[src/rtl/key_pkg.sv]
// Shared key indices and sizes for the mode-select keys, plus the helper that
// picks the lowest-index key from a set of keys.
package key_pkg;

  localparam int unsigned KEY_NUM    = 10;
  localparam int unsigned KEY_CODE_W = 4;

  // Index order matches the display/mode-select consumer's priority order.
  localparam int unsigned KEY_D0 = 0;
  localparam int unsigned KEY_D1 = 1;
  localparam int unsigned KEY_D2 = 2;
  localparam int unsigned KEY_D3 = 3;
  localparam int unsigned KEY_D4 = 4;
  localparam int unsigned KEY_C0 = 5;
  localparam int unsigned KEY_C1 = 6;
  localparam int unsigned KEY_C2 = 7;
  localparam int unsigned KEY_C3 = 8;
  localparam int unsigned KEY_C4 = 9;

  function automatic logic [KEY_CODE_W-1:0] lowest_key(input logic [KEY_NUM-1:0] v);
    lowest_key = '0;
    // Walk downwards so the last hit is the lowest set index.
    for (int unsigned i = KEY_NUM; i > 0; i--) begin
      if (v[i-1]) lowest_key = KEY_CODE_W'(i - 1);
    end
  endfunction

endpackage

[src/rtl/key_debounce_bit.sv]
// One key: 2-flop synchroniser, stability counter and registered debounced
// output. Evaluates only on the shared sample tick.
module key_debounce_bit #(
  parameter int unsigned STABLE_CNT = 8
) (
  input  logic CLK,
  input  logic RST,
  input  logic tick,
  input  logic raw,
  output logic key
);

  localparam int unsigned    CNT_W    = (STABLE_CNT > 1) ? $clog2(STABLE_CNT) : 1;
  localparam logic [CNT_W-1:0] CNT_LAST = CNT_W'(STABLE_CNT - 1);

  logic [1:0]       sync;
  logic [CNT_W-1:0] cnt;

  always_ff @(posedge CLK or negedge RST) begin
    if (!RST) begin
      sync <= '1;
      cnt  <= '0;
      key  <= 1'b1;
    end else begin
      sync <= {sync[0], raw};
      if (tick) begin
        // Any agreeing sample restarts the count; only a full run of
        // disagreeing ticks moves the output.
        if (sync[1] == key) begin
          cnt <= '0;
        end else if (cnt == CNT_LAST) begin
          key <= sync[1];
          cnt <= '0;
        end else begin
          cnt <= cnt + 1'b1;
        end
      end
    end
  end

endmodule

[src/rtl/key_debounce.sv]
// Debounces the ten active-low mode-select keys (d0..d4 -> 0..4, c0..c4 -> 5..9).
// Define KEY_EVENT_EN to add the key_event / key_code press encoder.
module key_debounce
  import key_pkg::*;
#(
  parameter int unsigned TICK_DIV   = 50000,
  parameter int unsigned STABLE_CNT = 8
) (
  input  logic                  CLK,
  input  logic                  RST,
  input  logic [4:0]            key_d_raw,
  input  logic [4:0]            key_c_raw,
  output logic [4:0]            key_d,
  output logic [4:0]            key_c
`ifdef KEY_EVENT_EN
  ,
  output logic                  key_event,
  output logic [KEY_CODE_W-1:0] key_code
`endif
);

  localparam int unsigned      PRE_W    = (TICK_DIV > 1) ? $clog2(TICK_DIV) : 1;
  localparam logic [PRE_W-1:0] PRE_LAST = PRE_W'(TICK_DIV - 1);

  logic [PRE_W-1:0]   pre;
  logic               tick;
  logic [KEY_NUM-1:0] raw;
  logic [KEY_NUM-1:0] keys;

  assign tick = (pre == PRE_LAST);

  always_ff @(posedge CLK or negedge RST) begin
    if (!RST) pre <= '0;
    else      pre <= tick ? '0 : pre + 1'b1;
  end

  assign raw   = {key_c_raw, key_d_raw};
  assign key_d = keys[KEY_D4:KEY_D0];
  assign key_c = keys[KEY_C4:KEY_C0];

  for (genvar i = 0; i < KEY_NUM; i++) begin : g_key
    key_debounce_bit #(
      .STABLE_CNT(STABLE_CNT)
    ) u_bit (
      .CLK  (CLK),
      .RST  (RST),
      .tick (tick),
      .raw  (raw[i]),
      .key  (keys[i])
    );
  end

`ifdef KEY_EVENT_EN
  logic [KEY_NUM-1:0] prev;
  logic [KEY_NUM-1:0] fell;

  // Compare against last cycle's outputs so the pulse lands one cycle after
  // the debounced lines show the press.
  assign fell = prev & ~keys;

  always_ff @(posedge CLK or negedge RST) begin
    if (!RST) begin
      prev      <= '1;
      key_event <= 1'b0;
      key_code  <= '0;
    end else begin
      prev      <= keys;
      key_event <= |fell;
      if (|fell) key_code <= lowest_key(fell);
    end
  end
`endif

endmodule

[config.mk]
export PLATFORM = sky130hd
export DESIGN_NAME = key_debounce
export DESIGN_NICKNAME = d
export VERILOG_FILES = /design/src/rtl/key_pkg.sv /design/src/rtl/key_debounce_bit.sv /design/src/rtl/key_debounce.sv
export SDC_FILE = /design/constraint.sdc
export NUM_CORES = 1
export LEC_CHECK = 0
export CORE_MARGIN = 2
export CORE_UTILIZATION = 45
export CTS_CLUSTER_DIAMETER = 100
export DETAILED_ROUTE_END_ITERATION = 8
export GPL_TIMING_DRIVEN = 0
export PLACE_DENSITY = 0.71
export SKIP_LAST_GASP = 1
export SYNTH_ARGS = -nofsm -noshare
export SYNTH_HDL_FRONTEND = slang
export SYNTH_SLANG_ARGS = --single-unit
[constraint.sdc]
create_clock -name CLK -period 1.9 [get_ports CLK]
set_input_delay 0.38 -clock CLK [delete_from_list [all_inputs] [get_ports CLK]]
set_output_delay 0.38 -clock CLK [all_outputs]
set_load 0.01 [all_outputs]
==> metrics.log <==
INFO  metric timing.critical_path.from_type = register
INFO  metric worst-endpoint-arrival = 2.16 ns
INFO  metric clkSlewWorstSetupHoldPaths = 0.08 ns
INFO  metric main_combinational_cell_family_by_area_after_synthesis = simple AND/OR/NAND/NOR gates
INFO  metric drt-initial-drc-count = 103
INFO  metric layoutNonFillerInstCount = 455
INFO  metric placed_area = 3840 µm²
INFO  metric critical_path.max_fanout = 10
INFO  metric timing_worst_slew_pin_value = 0.361 ns
INFO  metric power_per_cell_area = 779 nW/µm²
INFO  metric top_ports = 22
INFO  metric row_count = 32
INFO  metric design_area = 4340 µm²
INFO  metric syn-num-nets = 332
INFO  metric synth_enable_flop_cells = 0
INFO  metric clock_tree_from_tritoncts = yes
INFO  metric grt_antenna_before_repair = 0
INFO  metric synth_top_cells_by_count = 73 x sky130_fd_sc_hd__nand2_1, 46 x sky130_fd_sc_hd__dfrtp_1, 30 x sky130_fd_sc_hd__dfstp_2
INFO  metric pre_cts_slack = -0.138 ns
INFO  metric final-max-slew-violation-count = 0
INFO  metric worst_setup_path_end_kind = register
INFO  metric slew_headroom = 0.760
INFO  metric cts-root-buf = sky130_fd_sc_hd__clkbuf_8
INFO  metric violations_in_the_final_reports = setup timing
INFO  metric postRouteAntennaNets = 0
INFO  metric setup_viol_count_final = 25
INFO  metric max_cap_violations = 0
INFO  metric first_pass_iters = 4
INFO  metric total_leakage_power = 2.24 nW
INFO  metric syn-instance-count = 299
INFO  metric synth_mux_area_frac = 0.0453
INFO  metric timing.fmax = 0.520 GHz
INFO  metric crit_path_max_incr_delay = 0.60 ns
INFO  metric synth_top_area_frac = 0.331
INFO  metric clock_path_buffers = 2
INFO  metric critical_path.n_buffers_inverters = 1
INFO  metric yosys_warnings = 0
INFO  metric wl_per_cell = 13.6 µm
INFO  metric fin_skew = 0.00599 ns
INFO  metric number_of_global_route_vias_before_repair = 2,324
INFO  metric worstHoldPathType = reg -> reg
INFO  metric die_y = 91.9 µm
INFO  metric fin_nets = 381
INFO  metric setup_slack = -0.0215 ns
INFO  metric drt_wl_total = 6.21 mm
INFO  metric yosys.cell_types.count = 26
INFO  metric dp.final_hpwl = 3.92 mm
INFO  metric diodes = 0
INFO  metric io_buf_count = 21
INFO  metric routed-via-count = 2,260
INFO  metric die_area = 8450 µm²
INFO  metric final.period_utilization = 1.01
INFO  metric asyncSetResetFlopFracSynth = 1.00
INFO  metric grt_setup_unrepaired = yes
INFO  metric ys_seq_area_frac = 0.558
INFO  metric gr-total-overflow = 0
INFO  metric final_hold_viol_count = 0
INFO  metric outcome = complete, but fails checks
INFO  metric post_route_cells_drive_above_1_share = 0.312
INFO  metric timing.critical_path.cells = or4bb_1, or4_4, buf_8, nand2_1, nand2_1
INFO  metric path_class = reg -> reg
INFO  metric synthSimpleGateAreaFrac = 0.211
INFO  metric initial_utilization = 0.457
INFO  metric critical_path.top_delay_family = simple AND/OR/NAND/NOR gates
INFO  metric filler_cell_count = 618
INFO  metric post_synth_main_area_contributors = sky130_fd_sc_hd__dfrtp_1 33%, sky130_fd_sc_hd__dfstp_2 23%, sky130_fd_sc_hd__nand2_1 7.9%
INFO  metric grt_max_degree = 51
INFO  metric numCtsBuffers = 9
INFO  metric cpMaxStageDelayCell = sky130_fd_sc_hd__or4_4
INFO  metric insertion_delay = 0.35 ns
INFO  metric yosys.cell_count.top_type = sky130_fd_sc_hd__nand2_1
INFO  metric max-vdd-ir-drop = 0.498 mV
INFO  metric grt_util_all_layers = 0.157
INFO  metric postSynth.topFlopCell = sky130_fd_sc_hd__dfrtp_1
INFO  metric synthToLayoutAreaGrowth = 24.7%
INFO  metric min_period = 1.92 ns
INFO  metric synth_compound_area_frac = 0.00288
INFO  metric critical_path_required = 2.14 ns
INFO  metric global_route_wire_length_before_repair = 10.5 mm
INFO  metric die-width = 91.9 µm
INFO  metric gpl.final_weighted_congestion = 0.849
INFO  metric vias_per_cell = 4.97
INFO  metric synth_register_bits = 76
INFO  metric core_area = 7610 µm²
INFO  metric cts_sinks = 76
INFO  metric synth_adder_area_share = 0.0756
INFO  metric synth.avg_cell_area = 11.6 µm²
INFO  metric drc_errors = 0
INFO  metric cell_count_after_placement = 423
INFO  metric worst_path_most_repeated_cell = sky130_fd_sc_hd__nand2_1
INFO  metric synthDominantAreaCellType = sky130_fd_sc_hd__dfrtp_1
INFO  metric cts-htree-levels = 3
INFO  metric synth-xor-area-share = 0.0529
INFO  metric syn_area = 3480 µm²
## layer usage
| layer | wire [µm] | share of wire | global-route usage |
|---|---|---|---|
| met3 | 223 | 0.036 | 0.0559 |
| met2 | 3090 | 0.50 | 0.249 |
| met5 | 0 | 0 | 0 |
| met1 | 2800 | 0.45 | 0.198 |
| met4 | 97 | 0.016 | 0.0609 |
## power by group
group	leakage, nW	internal, mW	switching [mW]
logic	1.16	0.0347	0.0445
registers	0.940	1.66	0.0108
clock network	0.137	1.04	0.587
total	2.24	2.73	0.642
## cell usage in the layout, fill, tap and decap left out, types with 3 or more instances in the layout
cell                              netlist  layout
sky130_fd_sc_hd__and3_1                 4       4
sky130_fd_sc_hd__and4_1                 3       3
sky130_fd_sc_hd__buf_4                 10      23
sky130_fd_sc_hd__buf_8                  3       8
sky130_fd_sc_hd__bufinv_16              0       4
sky130_fd_sc_hd__clkbuf_8               0      10
sky130_fd_sc_hd__clkdlybuf4s50_1        0      10
sky130_fd_sc_hd__dfrtp_1               46      45
sky130_fd_sc_hd__dfstp_2               30      30
sky130_fd_sc_hd__dlygate4sd2_1          0      10
sky130_fd_sc_hd__ha_1                  21      21
sky130_fd_sc_hd__mux2_4                 9      10
sky130_fd_sc_hd__nand2_1               73      64
sky130_fd_sc_hd__nand2_2                0       8
sky130_fd_sc_hd__nand3_1               28      27
sky130_fd_sc_hd__nand3b_1              11      11
sky130_fd_sc_hd__nand4_1                4       4
sky130_fd_sc_hd__nor2_1                17      16
sky130_fd_sc_hd__xnor2_1               12      12
sky130_fd_sc_hd__xor2_1                 9       9
## repair_timing
action                                 in CTS  in global routing
endpoints found under the hold margin       8                  0
pin swaps                                   1                  3
setup endpoints to repair                  52                 41
resized for setup                          20                 16
hold buffers                                1                  0
setup buffers                               7                  6
gates cloned                                1                  2
## state kept, by name, summed over array words and instances (netlist names)
name	count
pre	16
g_key.u_bit.key	10
g_key.u_bit.sync	20
g_key.u_bit.cnt	30
## stage by stage
step	setup TNS (ns)	power, mW	hold WS [ns]	util
finish	-0.272	3.38	0.358	0.570
global route	-1.88	3.50	0.361	0.570
CTS	-0.109	3.42	0.360	0.550
detailed placement	-3.50	1.78	0.320	0.505
global placement	-135.40	1.77	0.346	0.501
floorplan	0	1.71	0.0844	-
## final timing paths
kind	start	to	slack, ns	cells after the start
setup / recovery	pre[5]	g_key[8].u_bit.cnt[2]	-0.02	5
hold / removal	g_key[5].u_bit.sync[0]	g_key[5].u_bit.sync[1]	0.36	0
setup reg to reg	pre[5]	g_key[8].u_bit.cnt[2]	-0.02	5
hold reg to reg	g_key[5].u_bit.sync[0]	g_key[5].u_bit.sync[1]	0.36	0
max in group asynchronous	RST	g_key[9].u_bit.sync[0]	0.80	3
min in group asynchronous	RST	g_key[3].u_bit.cnt[2]	0.49	2
## worst reg2reg max path: stages (launching register included)
cell and delay, ns:
sky130_fd_sc_hd__dfrtp_1 0.41, sky130_fd_sc_hd__or4bb_1 0.51, sky130_fd_sc_hd__or4_4 0.60, sky130_fd_sc_hd__buf_8 0.17
sky130_fd_sc_hd__nand2_1 0.07, sky130_fd_sc_hd__nand2_1 0.05
## cells by family (layout without fill, tap and decap cells)
| logic type | count (synthesis) | in the layout |
|---|---|---|
| AND/OR/NAND/NOR | 148 | 148 |
| flip-flops | 76 | 76 |
| adder cells (fa/ha/maj) | 21 | 21 |
| XOR/XNOR | 21 | 21 |
| buffers and inverters | 20 | 74 |
| multiplexers | 11 | 11 |
| AO/OA/AOI/OAI | 2 | 2 |
## cell type report
class                      count  area, µm²  area share
multi-input combinational    203       1390       0.321
buffer                        19        199      0.0459
tap                          102        128      0.0294
sequential                    76       1940       0.447
clock inverter                 6        134      0.0309
timing repair buffer          39        404      0.0932
clock buffer                  10        138      0.0317
Note: power is estimated with default switching activity, not from simulation.
